File: src/rtl/axis_fifo_if.sv
// -----------------------------------------------------------------------------
// axis_if
//   Minimal AXI-Stream handshake bundle (tvalid / tready / tdata).
//
//   Parameters:
//     TDATA_WIDTH  width of tdata in bits
//
//   Modports:
//     s  subordinate (receiving) side : tvalid, tdata in ; tready out
//     m  manager (sending) side       : tvalid, tdata out; tready in
// -----------------------------------------------------------------------------
interface axis_if #(
  parameter int TDATA_WIDTH = 8
);
  logic                   tvalid;
  logic                   tready;
  logic [TDATA_WIDTH-1:0] tdata;

  modport s (input tvalid, input tdata, output tready);
  modport m (output tvalid, output tdata, input tready);
endinterface

File: src/rtl/axis_fifo.sv
// -----------------------------------------------------------------------------
// axis_fifo
//   AXI-Stream FIFO with synchronous flush. Sits behind the pipeline register
//   slice so that downstream decode/issue can stall without back-pressuring
//   the slice every cycle. flush shares its source with the slice so both
//   stages drop in-flight beats on the same cycle.
//
//   Parameters:
//     DEPTH        number of entries, power of two >= 2
//     (TDATA_WIDTH is taken from the axis_sif interface instance)
//
//   Ports:
//     clk       clock, all state changes on the rising edge
//     rst       synchronous active-high reset (priority over flush)
//     axis_sif  write side: tvalid/tdata in, tready out
//     axis_mif  read side : tvalid/tdata out, tready in
//     flush     drop all stored entries; any push/pop in that cycle is lost
//     count     current occupancy, 0..DEPTH
//
//   Build option:
//     AXIS_FIFO_BYPASS_EN  when defined, an empty FIFO forwards the write
//                          side straight to the read side combinationally.
//                          When undefined, the read side is purely
//                          registered and latency is always one cycle.
// -----------------------------------------------------------------------------
module axis_fifo #(
  parameter int DEPTH = 4
) (
  input  logic                   clk,
  input  logic                   rst,
  axis_if.s                      axis_sif,
  axis_if.m                      axis_mif,
  input  logic                   flush,
  output logic [$clog2(DEPTH):0] count
);

  localparam int TDATA_WIDTH = axis_sif.TDATA_WIDTH;
  localparam int AW          = $clog2(DEPTH);
  localparam int PW          = AW + 1;
  localparam logic [PW-1:0] DEPTH_P = PW'(DEPTH);
  localparam logic [PW-1:0] ONE_P   = PW'(1);

  // Elaboration-time parameter checks.
  generate
    if (DEPTH < 2 || (DEPTH & (DEPTH - 1)) != 0) begin : g_depth_chk
      $fatal(1, "axis_fifo: DEPTH must be a power of two and at least 2");
    end
    if (axis_mif.TDATA_WIDTH != TDATA_WIDTH) begin : g_width_chk
      $fatal(1, "axis_fifo: axis_sif and axis_mif TDATA_WIDTH differ");
    end
  endgenerate

  // ---------------------------------------------------------------------------
  // State
  // ---------------------------------------------------------------------------
  // Pointers carry one extra wrap bit so that full and empty differ without
  // a separate flag: occupancy is simply their modulo difference.
  logic [PW-1:0]          wp_reg;
  logic [PW-1:0]          rp_reg;
  logic [TDATA_WIDTH-1:0] mem [DEPTH];

  logic [AW-1:0] wp_idx;
  logic [AW-1:0] rp_idx;
  logic [PW-1:0] occ;
  logic          empty;
  logic          full;

  assign wp_idx = wp_reg[AW-1:0];
  assign rp_idx = rp_reg[AW-1:0];
  assign occ    = wp_reg - rp_reg;
  assign empty  = (occ == '0);
  assign full   = (occ == DEPTH_P);
  assign count  = occ;

  // ---------------------------------------------------------------------------
  // Handshakes
  // ---------------------------------------------------------------------------
  logic push;
  logic pop;
  logic pass_through;
  logic wr_en;
  logic rd_en;

  // Ready to accept depends only on registered occupancy (and rst), never on
  // the downstream tready, so no combinational ready chain forms.
  assign axis_sif.tready = !full && !rst;

`ifdef AXIS_FIFO_BYPASS_EN
  logic bypass_sel;

  // While empty the write side is mirrored onto the read side. If the
  // consumer takes it right away the beat never touches the storage.
  assign bypass_sel      = empty && !flush && !rst;
  assign axis_mif.tvalid = bypass_sel ? axis_sif.tvalid : !empty;
  assign axis_mif.tdata  = bypass_sel ? axis_sif.tdata  : mem[rp_idx];
  assign pass_through    = bypass_sel && axis_sif.tvalid && axis_mif.tready;
`else
  assign axis_mif.tvalid = !empty;
  assign axis_mif.tdata  = mem[rp_idx];
  assign pass_through    = 1'b0;
`endif

  assign push = axis_sif.tvalid && axis_sif.tready;
  assign pop  = axis_mif.tvalid && axis_mif.tready;

  // A flush swallows both sides of the cycle: the source believes its beat
  // was taken and the consumer believes it took one, but neither is kept.
  assign wr_en = push && !pass_through && !flush;
  assign rd_en = pop && !empty && !flush;

  // ---------------------------------------------------------------------------
  // Pointer update
  // ---------------------------------------------------------------------------
  always_ff @(posedge clk) begin
    if (rst) begin
      wp_reg <= '0;
      rp_reg <= '0;
    end else if (flush) begin
      wp_reg <= '0;
      rp_reg <= '0;
    end else begin
      if (wr_en) begin
        wp_reg <= wp_reg + ONE_P;
      end
      if (rd_en) begin
        rp_reg <= rp_reg + ONE_P;
      end
    end
  end

  // Storage has no reset; stale entries are never visible because tvalid is
  // derived from the pointers alone.
  always_ff @(posedge clk) begin
    if (wr_en && !rst) begin
      mem[wp_idx] <= axis_sif.tdata;
    end
  end

  // ---------------------------------------------------------------------------
  // Run-time checks
  // ---------------------------------------------------------------------------
  // A presented beat that is not taken stays presented with the same data,
  // unless a flush drops it.
  a_hold_stable : assert property (
    @(posedge clk) disable iff (rst)
      (axis_mif.tvalid && !axis_mif.tready && !flush)
        |=> (axis_mif.tvalid && $stable(axis_mif.tdata))
  );

  a_count_range : assert property (
    @(posedge clk) disable iff (rst) (occ <= DEPTH_P)
  );

  a_no_push_full : assert property (
    @(posedge clk) disable iff (rst) full |-> !axis_sif.tready
  );

endmodule

File: src/flat_wrapper.sv
// flat-port wrapper written by rule: the top's interface ports become plain ports
module axis_fifo_flat 
#(
  parameter int DEPTH = 4
)
  (clk, rst, flush, count, axis_sif_tvalid, axis_sif_tdata, axis_sif_tready, axis_mif_tvalid, axis_mif_tdata, axis_mif_tready);
  axis_if #(.TDATA_WIDTH((8))) axis_sif_i ();
  axis_if #(.TDATA_WIDTH((8))) axis_mif_i ();
  input  logic clk;
  input  logic rst;
  input  logic flush;
  output logic [$clog2(DEPTH):0] count;
  input wire logic [$bits(axis_sif_i.tvalid)-1:0] axis_sif_tvalid;
  input wire logic [$bits(axis_sif_i.tdata)-1:0] axis_sif_tdata;
  output wire logic [$bits(axis_sif_i.tready)-1:0] axis_sif_tready;
  output wire logic [$bits(axis_mif_i.tvalid)-1:0] axis_mif_tvalid;
  output wire logic [$bits(axis_mif_i.tdata)-1:0] axis_mif_tdata;
  input wire logic [$bits(axis_mif_i.tready)-1:0] axis_mif_tready;
  assign axis_sif_i.tvalid = axis_sif_tvalid;
  assign axis_sif_i.tdata = axis_sif_tdata;
  assign axis_sif_tready = axis_sif_i.tready;
  assign axis_mif_tvalid = axis_mif_i.tvalid;
  assign axis_mif_tdata = axis_mif_i.tdata;
  assign axis_mif_i.tready = axis_mif_tready;
  axis_fifo #(.DEPTH(DEPTH)) u_core (.clk(clk), .rst(rst), .axis_sif(axis_sif_i), .axis_mif(axis_mif_i), .flush(flush), .count(count));
endmodule
File: config.mk
export PLATFORM = sky130hd
export DESIGN_NAME = axis_fifo_flat
export DESIGN_NICKNAME = d
export VERILOG_FILES = /design/src/rtl/axis_fifo_if.sv /design/src/rtl/axis_fifo.sv /design/src/flat_wrapper.sv
export SDC_FILE = /design/constraint.sdc
export NUM_CORES = 1
export LEC_CHECK = 0
export ABC_AREA = 1
export CORE_UTILIZATION = 29
export DETAILED_ROUTE_END_ITERATION = 16
export PLACE_DENSITY = 0.5
export SYNTH_ARGS = -nofsm -noshare
export SYNTH_HDL_FRONTEND = slang
export SYNTH_SLANG_ARGS = --single-unit
File: constraint.sdc
create_clock -name clk -period 2.95 [get_ports clk]
set_clock_uncertainty 0.1 [all_clocks]
set_input_delay 0.4425 -clock clk [delete_from_list [all_inputs] [get_ports clk]]
set_output_delay 0.4425 -clock clk [all_outputs]
set_load 0.02 [all_outputs]
Word level (Yosys, flattened, before mapping)
Memory sizes are Yosys's and may differ from the RTL's. A register that Yosys moved wholly into a read port is not among the register bits. Index checks and enable logic that the tools add are counted.

Output and inout bits: 13. Memories kept: 1. Register bits after elaboration: 6. Logic and storage cells: 24. Input port bits: 13. RAM bits: 32.

Equality and inequality tests: 1. $add $sub $neg: 3. Muxes and demuxes: 4. Reductions and logical operators: 13.

Memory list: u_core.mem (depth 4, bits a word 8, read ports 1, clocked after memory_dff 1, write ports 1, RTL line axis_fifo.sv:60) `logic [TDATA_WIDTH-1:0] mem [DEPTH];`.

Operator list (count): logical AND 1 bit (7); adder 3 x 1 -> 3 bit, second input constant (2); logical NOT 1 bit (4); two-way mux 2 bit (2); equality test 3 bit, second input constant (1); logical NOT 3 bit (1); subtractor 3 bit (1); two-way mux 1 bit (2); OR reduction 2 bit (1).

Depth between registers and ports, before layout
Gate-level depths: netlist of run 1.

Depth after elaboration: 9. Gate-level depth with buffers: 12. Mapped depth without buffers: 12.

Least setup slack after synthesis of run 1
OpenSTA, ideal clock, no wires.

Path kind: flip-flop to flip-flop. Start point: reg u_core.wp_reg[0]. End point: mem u_core.mem[0][0], enable pin. Setup time: 371 ps. Required time: 2479 ps. Path buffers: 0. Stages on the path, launching flop included: 11. Arrival time: 1864 ps. Slack: 615 ps. Cells stage by stage: dfxtp_1 -> inv_1 -> ha_1 -> fa_1 -> inv_1 -> nand2_1 -> nand2_1 -> nand2_1 -> nand3_2 -> nand2_4 -> nor2_1.

Cells in the longest elaborated chain, start to end: 9.

Ends and longest elaborated chain: start: declaration (RTL line axis_fifo.sv:58) `logic [PW-1:0] wp_reg;`; start signal: assignment (RTL line axis_fifo.sv:123) `wp_reg <= wp_reg + ONE_P;`; subtractor 3 bit (RTL line axis_fifo.sv:70) `assign occ = wp_reg - rp_reg;`; equality test 3 bit (RTL line axis_fifo.sv:72) `assign full = (occ == DEPTH_P);`; logical NOT 1 bit (RTL line axis_fifo.sv:86) `assign axis_sif.tready = !full && !rst;`; logical AND 1 bit (RTL line axis_fifo.sv:86); logical AND 1 bit (RTL line axis_fifo.sv:103) `assign push = axis_sif.tvalid && axis_sif.tready;`; logical AND 1 bit (RTL line axis_fifo.sv:108) `assign wr_en = push && !pass_through && !flush;`; logical AND 1 bit (RTL line axis_fifo.sv:134) `if (wr_en && !rst) begin`; two-way mux 1 bit (RTL line axis_fifo.sv:134); two-way mux 1 bit (not written as such) (RTL line axis_fifo.sv:135) `mem[wp_idx] <= axis_sif.tdata;`; end: declaration (RTL line axis_fifo.sv:60).

Parallel ways exist; a longest one is shown, timed or not.

Worst setup path in the final report of run 1
Start point: reg u_core.wp_reg[0]. End point: out count[2].

Cells in the longest elaborated chain, start to end: 1.

Ends and longest elaborated chain: subtractor 3 bit (RTL line axis_fifo.sv:70); end: declaration (RTL line flat_wrapper.sv:12) `output logic [$clog2(DEPTH):0] count;`.

No other way between the ends.

==> results of run 1 <==
==> layer usage <==
metal | global-route usage (%) | up-vias | wire length, µm | part of all wire (%)
met1 | 13.7 | 560 | 1480 | 43
met3 | 4.00 | 5 | 187 | 5.5
li1 | - | 605 | - | -
met2 | 21.1 | 29 | 1730 | 50
met4 | 3.82 | 0 | 32 | 0.93
met5 | 0 | - | 0 | 0
==> worst paths after layout <==
| check | from | endpoint | slack [ns] | cells past startpoint |
|---|---|---|---|---|
| min | u_core.wp_reg[1] | u_core.wp_reg[1] | 0.41 | 2 |
| max | u_core.wp_reg[0] | count[2] | 0.15 | 7 |
| max reg2reg | u_core.wp_reg[0] | u_core.mem[0][5] | 0.60 | 11 |
| min reg2reg | u_core.wp_reg[1] | u_core.wp_reg[1] | 0.41 | 2 |
==> kinds of logic (layout without fill, tap and decap cells) <==
family,after synthesis,in the layout,synth area share [%]
simple gates,58,58,15.8
flops,40,40,64.0
compound gates,27,27,8.71
buf+inv,23,59,5.07
fa+ha+maj,7,7,5.43
xor+xnor,2,2,1.00
==> cells in the mapped netlist <==
cell      count
edfxtp_1     32
nor2_1       25
inv_1        17
nand2_1      16
o21ai_0      14
dfxtp_1       8
o22ai_1       8
nand3_1       7
ha_1          6
inv_2         4
nor2_2        3
o21ai_1       3
a21oi_2       2
buf_2         2
nand2_2       2
nand3_2       2
xor2_1        2
fa_1          1
nand2_4       1
nand3_4       1
nand3b_1      1
==> critical path: cells and delay by family, from the launching register on <==
family	cells	cell delay (ns)
fa+ha+maj	2	0.62
flops	1	0.38
buf+inv	3	0.82
simple gates	2	0.15
==> area by class of cell <==
| class | instances | area (µm²) |
|---|---|---|
| fillers | 569 | 3450 |
| flip-flops and latches | 40 | 1120 |
| multi-input cells | 94 | 542 |
| repair buffers | 30 | 285 |
| well taps | 72 | 90.1 |
| inverters | 21 | 78.8 |
| clock buffers | 6 | 72.6 |
| clock inverters | 2 | 35.0 |
==> repair_timing <==
action,in CTS,in global routing
cloned,0,0
endpoints found under the setup margin,1,2
resized for setup,1,3
==> power by group through the flow <==
stage / sequential [µW] / clock, µW / combinational, µW
6_report: 620 / 431 / 111
5_1_grt: 621 / 463 / 121
4_1_cts: 620 / 445 / 113
3_5_place_dp: 633 / 0 / 113
3_3_place_gp: 633 / 0 / 111
2_1_floorplan: 632 / 0 / 57.7
==> stage by stage <==
step           worst slack, ns  power, µW  hold WS (ns)
2_1_floorplan            0.615        689         0.376
3_3_place_gp             0.236        744         0.394
3_5_place_dp             0.182        746         0.398
4_1_cts                 0.0555       1180         0.409
5_1_grt                 0.0375       1210         0.446
6_report                 0.148       1160         0.406
==> run metrics, run 1 <==
crit end category output port; Iter 0 DRT Violations 47; worst-path fanout max 4; commonest cells after routing, fill and taps aside edfxtp_1, nor2_1, clkdlybuf4s50_1; DP Area between 0.002 and 0.0025 mm²; CP Cell Sequence inv_1 -> ha_1 -> fa_1 -> inv_1 -> nand2_2 -> nand2_1 -> clkdlybuf4s50_1; switching share of power 21.1%; Setup Fix Bufs, Post-CTS 0; Total Wirelength between 3 and 4 mm; Net Count, Synth between 150 and 200; maximum vdd drop between 200 and 250 µV; Final period util ~95%; Slowest cell on crit path clkdlybuf4s50_1; most used cell, CP inv_1; Final Hold Violating Endpoints 0; post-synthesis sequential area ratio around 64%; WL per Instance 12.9 µm; Gate power share approximately a tenth; Top-Level Pins 26; vias per cell roughly 4.5; DR pass1 iterations 4; Cell Pwr Density about 520 mW/mm²; Layout Utilization between 30% and 40%; drt drc 0; unrepaired setup endpoints after global routing false; Cells after Synth between 150 and 200; sw power roughly 240 µW; H-tree levels 2; Synth area leader edfxtp_1; post-route non-filler standard cell count 265; initial antenna violation count 0; Worst Max-Slew Pin Slew slightly below 0.3 ns; Initial Util 30.9%; ranking of synthesized cells by area edfxtp_1, dfxtp_1, nor2_1; vias in the first global route 1208; area of the core ~0.0057 mm²; Worst Path Required roughly 2.4 ns; clock latency at the later pin of the worst-skew pair about 0.28 ns; Total Neg Setup Slack 0 ns; CTS tree built; antenna cells 0; fin crit period between 2 and 3 ns; Post-Syn Area approximately 0.0018 mm²; Chip Height approximately 80 µm; max reg flops 32; Hold WC Path Type register to register; clock slew at reported path FFs approximately 0.07 ns; Antenna Nets Post-Route 0; startpoint types register; GRT overflow 0; clk sink count 40; placed cells between 200 and 300; power share of the clock group between 30% and 40%; hold_buf cts 0; Synth cell types 21; first-pass GRT wire length between 5 and 6 mm; clock buffer count from CTS 5; Seq cells post-synth 40; design area ~0.0022 mm²; routability cong. approximately 0.83; status complete, no violations; Syn Area/Cell 11.2 µm²; CTS max path bufs 2; Yosys warning count 0; die width ~80 µm; internal power just over 900 µW; pin count of the biggest net entering global routing 17; Worst Setup Path Type register to output port; Peak Freq approximately 0.36 GHz; Max Slew Vio Count 0; clk root buf clkbuf_8; share of the synthesized area in the top cell type between 50% and 60%; Site Rows 27; Die Area around 0.0064 mm²; Final Setup Violations 0; leakage power approximately 0.00086 µW; Sequential Power Share a little over half; PortBufs 25; Tot GR Track Use around 12%; DP HPWL around 2.4 mm; Nets roughly 210; most common cell after layout, fill and taps aside edfxtp_1; share of cells above drive strength 1 around 15%; Area growth syn-to-layout 27.0%; CP arrival roughly 2.3 ns; Slew HR between 80 and 90%; max_cap viols 0; slowest stage delay, CP around 0.60 ns; vias around 1200
(Power assumes the default switching activity.)
==> inputs of run 2 (changes only) <==
--- a/config.mk
+++ b/config.mk
@@ -6,9 +6,9 @@
 export NUM_CORES = 1
 export LEC_CHECK = 0
 export ABC_AREA = 1
-export CORE_UTILIZATION = 29
+export CORE_UTILIZATION = 50
 export DETAILED_ROUTE_END_ITERATION = 16
-export PLACE_DENSITY = 0.5
+export PLACE_DENSITY = 0.77
 export SYNTH_ARGS = -nofsm -noshare
 export SYNTH_HDL_FRONTEND = slang
 export SYNTH_SLANG_ARGS = --single-unit
==> run 2 against run 1 <==
Net effect: count of clock-buffer cells in the layout decreased by 1; core utilization up 26 points; die area is 41% lower; final cell count decreased by 9.8%; global-route usage rose by 8.4 points; register-to-register slack got worse by 0.20 ns; setup slack improved by 0.039 ns; sequential power barely moved; critical endpoint is now axis_sif_tready; largest power group unchanged.
==> run metrics, run 2 (synthesis gave the netlist of run 1 again) <==
status complete, no violations; routability cong. 0.794 (-4.6%); vias in the first global route 1143 (-5.4%); Tot GR Track Use 20.5% (+8.4 points); r2r endpoint u_core.mem[1][2]; Antenna Nets Post-Route 0 (unchanged); CTS tree built; Slew HR 62.0% (-18 points); crit path from u_core.wp_reg[0]; Final Hold Violating Endpoints 0 (unchanged); Die Area 0.00374 mm² (-41%); area of the core 0.00334 mm² (-41%); register area 0.00112 mm² (unchanged); hold_sp u_core.wp_reg[1]; # fillers 271 (-52%); Total Wirelength 3.33 mm (-3.0%); placed cells 231 (-10%); drt drc 0 (unchanged); H-tree levels 2 (unchanged); CP arrival 2.22 ns (-0.04 ns); Hold Path Sink u_core.wp_reg[1]; CTS max path bufs 2 (unchanged); Worst Setup Path Type register to output port; DR pass1 iterations 4 (unchanged); FF-to-FF setup slack 0.40 ns (-0.20 ns); fin crit period 2.76 ns (-0.0392 ns); commonest cells after routing, fill and taps aside edfxtp_1, nor2_1, clkdlybuf4s50_1; first-pass GRT wire length 5.21 mm (-7.8%); startpoint types register; crit end category output port; maximum vdd drop 254 µV (+10%); Nets 212 (unchanged); Site Rows 21 (-22%); DP HPWL 2.33 mm (-2.9%); Area growth syn-to-layout 23.5%; reg2reg start u_core.wp_reg[0]; vias per cell 5.11 (+13%); clock latency at the later pin of the worst-skew pair 0.34 ns (+0.06 ns); WL per Instance 13.9 µm (+7.5%); Initial Util 52.5% (+22 points); Peak Freq 0.362 GHz (+1.4%); PortBufs 25 (unchanged); Chip Height 61.2 µm (-23%); r2r worst-path depth 11 (unchanged); Hold WC Path Type register to register; clk sink count 40 (unchanged); die width 61.2 µm (-23%); clk root buf clkbuf_4; initial antenna violation count 0 (unchanged); Worst Path Required 2.41 ns (about the same); Setup Fix Bufs, Post-CTS 0 (unchanged); clock buffer count from CTS 5 (unchanged); Final period util 93.7% (-1.3 points); vias 1222 (+1.9%); pin count of the biggest net entering global routing 18 (+1); clock slew at reported path FFs 0.11 ns (+0.04 ns); Layout Utilization 64.8% (+26 points); post-route non-filler standard cell count 239 (-9.8%); worst hold margin 0.426 ns (+0.0200 ns); share of cells above drive strength 1 15.0% (+0.52 points); Worst Hold Path Cells 2 (unchanged); Worst Max-Slew Pin Slew 0.569 ns (+0.274 ns); Iter 0 DRT Violations 64 (+36%); Total Neg Setup Slack 0 ns (unchanged); leakage power 0.000857 µW (-0.78%); GRT overflow 0 (unchanged); max reg flops 32 (unchanged); Max Slew Vio Count 0 (unchanged); Top-Level Pins 26 (unchanged); Cell Pwr Density 499 mW/mm² (-4.4%); most common cell after layout, fill and taps aside edfxtp_1; Final Setup Violations 0 (unchanged); worst-path fanout max 5 (+1); max_cap viols 0 (unchanged); antenna cells 0 (unchanged); unrepaired setup endpoints after global routing false; area occupied by multi-input gates 542 µm² (unchanged)
==> run 2: worst max-delay path by stage <==
stage,to,slack [ns]
3_3_place_gp,axis_sif_tready,0.25
4_1_cts,axis_sif_tready,0.02
6_report,axis_sif_tready,0.19
2_1_floorplan,u_core.mem[0][0],0.62
3_5_place_dp,axis_sif_tready,0.16
5_1_grt,axis_mif_tdata[4],0.006
==> run 2: where the power goes <==
part,switching (µW),internal [µW],total [µW]
logic,59.0,48.8,108
clock network,175,177,352
registers,5.30,615,621
total,239,841,1080
==> run 2: repair_timing <==
item | in CTS | in global routing
hold buffers | 0 | 0
gates resized for setup | 2 | 3
setup endpoints to repair | 2 | 2
endpoints found under the hold margin | 0 | 0
==> run 2: worst max-delay path: stages (launching register included) <==
cell	delay, ns
dfxtp_1	0.41
inv_1	0.12
ha_1	0.20
fa_1	0.43
inv_1	0.11
nand2_1	0.07
nand3_1	0.11
nand3_2	0.16
nand2_1	0.09
inv_1	0.04
clkbuf_2	0.14
==> run 2: area by class of cell <==
type	count	area share (%)
repair buffers	30	13.1
clock inverters	3	1.97
clock buffers	5	1.74
flip-flops and latches	40	51.8
well taps	46	2.66
multi-input cells	94	25.0
inverters	21	3.64
==> run 2: layer usage <==
metal  GRT usage (%)  routed length (µm)  vias up
met3            5.04                 186        5
met2            33.1                1690       32
met5               0                   0        -
met1            25.7                1420      578
li1                -                   -      607
met4            10.4                  35        0
==> run 2: metrics by stage <==
stage	worst slack [ns]	area, µm²	total power (µW)
5_1_grt	0.00598	2160	1120
3_3_place_gp	0.246	2090	740
2_1_floorplan	0.615	1750	689
4_1_cts	0.0171	2160	1090
6_report	0.187	2160	1080
3_5_place_dp	0.159	2090	744
==> inputs of run 3 (changes only) <==
--- a/config.mk
+++ b/config.mk
@@ -7,6 +7,7 @@
 export LEC_CHECK = 0
 export ABC_AREA = 1
 export CORE_UTILIZATION = 50
+export CTS_BUF_LIST = sky130_fd_sc_hd__clkbuf_8
 export DETAILED_ROUTE_END_ITERATION = 16
 export PLACE_DENSITY = 0.77
 export SYNTH_ARGS = -nofsm -noshare
==> run 3 against run 2 <==
Net effect: combinational power hardly changed; via count fell by 1.1%; core utilization is 0.97 points higher; first-iteration DRC count shrank 4.7%; final area grew 1.5%; register-to-register slack gained 0.03 ns; setup slack got worse by 0.049 ns; final cell count stayed put; non-clock buffer count did not move; flip-flop and latch count is the same; critical path type unchanged; highest routed layer unchanged.
==> run metrics, run 3 (synthesis gave the netlist of run 1 again) <==
status complete, no violations; Final Setup Violations 0 (unchanged); CTS max path bufs 2 (unchanged); Resized Gates After CTS 1 (-1); Buf/Inv on CP 3 (-1); Total Neg Setup Slack 0 ns (unchanged); Gate power share 9.4% (-0.6 points); clock slew at reported path FFs 0.07 ns (-0.04 ns); Slew HR 62.0% (about the same); GR peak layer met2; Top-Level Pins 26 (unchanged); DP HPWL 2.33 mm (unchanged); leakage power 0.000863 µW (+0.67%); WL per Instance 13.7 µm (-1.4%); H-tree levels 2 (unchanged); die width 61.2 µm (unchanged); Total Wirelength 3.28 mm (-1.4%); CP Capture Point count[2]; global-route met3 utilization 5.25% (+0.21 points); Chip Height 61.2 µm (unchanged); slack of the critical path 0.138 ns (-0.0489 ns); Nets 212 (unchanged); worst-path fanout max 4 (-1); routability cong. 0.794 (unchanged); Initial Util 52.5% (unchanged); CP Depth 7 (-3); PortBufs 25 (unchanged); register area 0.00112 mm² (unchanged); crit end category output port; pin count of the biggest net entering global routing 18 (unchanged); CTS tree built; commonest cells after routing, fill and taps aside edfxtp_1, nor2_1, clkdlybuf4s50_1; Final period util 95.3% (+1.7 points); Slowest cell on crit path clkdlybuf4s50_1; internal power 916 µW (+8.9%); Layout Utilization 65.8% (+0.97 points); r2r endpoint u_core.mem[1][2]; Final Hold Violating Endpoints 0 (unchanged); r2r worst-path depth 11 (unchanged); drt drc 0 (unchanged); switching share of power 21.3% (-0.79 points); Peak Freq 0.356 GHz (-1.7%); Iter 0 DRT Violations 61 (-4.7%); most used cell, CP inv_1; startpoint types register; clk sink count 40 (unchanged); power share of the clock group 37.3% (+4.8 points); met1 Track Usage GR 26.4% (+0.70 points); unrepaired setup endpoints after global routing false; Cell Pwr Density 530 mW/mm² (+6.2%); Setup WS pre-CTS 0.159 ns (unchanged); share of cells above drive strength 1 15.0% (unchanged); CP arrival 2.27 ns (+0.05 ns); Worst Path Required 2.41 ns (about the same); antenna cells 0 (unchanged); area of the core 0.00334 mm² (unchanged); first-pass GRT wire length 5.23 mm (+0.40%); area occupied by multi-input gates 542 µm² (unchanged); DR pass1 iterations 4 (unchanged); clk root buf clkbuf_8; Site Rows 21 (unchanged); Worst Max-Slew Pin Slew 0.570 ns (+0.000701 ns); Sequential Power Share 53.3% (-4.2 points); max reg flops 32 (unchanged); initial antenna violation count 0 (unchanged); CP Cell Sequence inv_1 -> ha_1 -> fa_1 -> inv_1 -> nand2_2 -> nand2_1 -> clkdlybuf4s50_1; crit path from u_core.wp_reg[0]; vias 1208 (-1.1%); max_cap viols 0 (unchanged); fin crit period 2.81 ns (+0.0489 ns); Area growth syn-to-layout 25.4%; FF-to-FF setup slack 0.43 ns (+0.03 ns); most common cell after layout, fill and taps aside edfxtp_1; Setup Fix Bufs, Post-CTS 0 (unchanged); GRT overflow 0 (unchanged); clock buffer count from CTS 5 (unchanged); Max Slew Vio Count 0 (unchanged); hold_buf cts 0 (unchanged); Worst Setup Path Type register to output port; sw power 248 µW (+3.9%); Antenna Nets Post-Route 0 (unchanged); Hold WC Path Type register to register; Die Area 0.00374 mm² (unchanged); vias per cell 5.05 (-1.1%); M2 GR Usage 31.8% (-1.2 points); vias in the first global route 1132 (-0.96%); reg2reg start u_core.wp_reg[0]; maximum vdd drop 254 µV (about the same); clock latency at the later pin of the worst-skew pair 0.29 ns (-0.05 ns); Top delay family on crit path buffers and inverters; slowest stage delay, CP 0.60 ns (+0.17 ns); # fillers 264 (-2.6%); Tot GR Track Use 20.3% (-0.14 points)
[run 3: changes by cell type in the layout (fill, tap and decap cells not counted)]
cell,delta
clkbuf_4,-5
clkbuf_8,+5
clkdlybuf4s50_1,+1
dlygate4sd2_1,-1
[run 3: layer usage]
layer / part of all wire [%] / routed length (µm)
met5: 0 / 0
met4: 1.6 / 52
met3: 4.3 / 141
met2: 49 / 1610
met1: 45 / 1480
[run 3: worst min path at each step]
stage | start | to | slack (ns) | cells past startpoint
2_1_floorplan | u_core.wp_reg[1] | u_core.wp_reg[1] | 0.38 | 2
6_report | u_core.wp_reg[1] | u_core.wp_reg[1] | 0.42 | 2
3_3_place_gp | u_core.wp_reg[1] | u_core.wp_reg[1] | 0.40 | 2
5_1_grt | u_core.wp_reg[1] | u_core.wp_reg[1] | 0.46 | 2
4_1_cts | u_core.wp_reg[1] | u_core.wp_reg[1] | 0.42 | 2
3_5_place_dp | u_core.wp_reg[1] | u_core.wp_reg[1] | 0.41 | 2
[run 3: per-stage QoR]
| step | total power, µW | hold WS [ns] | instance area, µm² | instances |
|---|---|---|---|---|
| floorplan | 689 | 0.376 | 1750 | 157 |
| global placement | 740 | 0.399 | 2090 | 231 |
| detailed placement | 744 | 0.408 | 2090 | 231 |
| CTS | 1170 | 0.420 | 2200 | 239 |
| global route | 1210 | 0.459 | 2200 | 239 |
| finish | 1160 | 0.419 | 2200 | 239 |
[run 3: power by group through the flow]
stage / clock network, µW / registers, µW / logic [µW]
finish: 434 / 621 / 109
detailed placement: 0 / 634 / 110
global route: 464 / 622 / 120
CTS: 440 / 621 / 110
floorplan: 0 / 632 / 57.7
global placement: 0 / 633 / 107
[run 3: worst register-to-register path: stages, from the launching register on]
cell and delay, ns:
dfxtp_1 0.39, inv_1 0.12, ha_1 0.21, fa_1 0.42
inv_1 0.11, nand2_1 0.07, nand2_1 0.07, nand2_1 0.06
nand3_2 0.13, nand2_4 0.09, nor2_1 0.24, buf_4 0.22
[run 3: layout make-up]
type	count	share of cell area, %
flip-flops and latches	40	51.1
multi-input cells	94	24.7
repair buffers	30	13.0
inverters	21	3.59
clock buffers	5	3.13
well taps	46	2.62
clock inverters	3	1.94
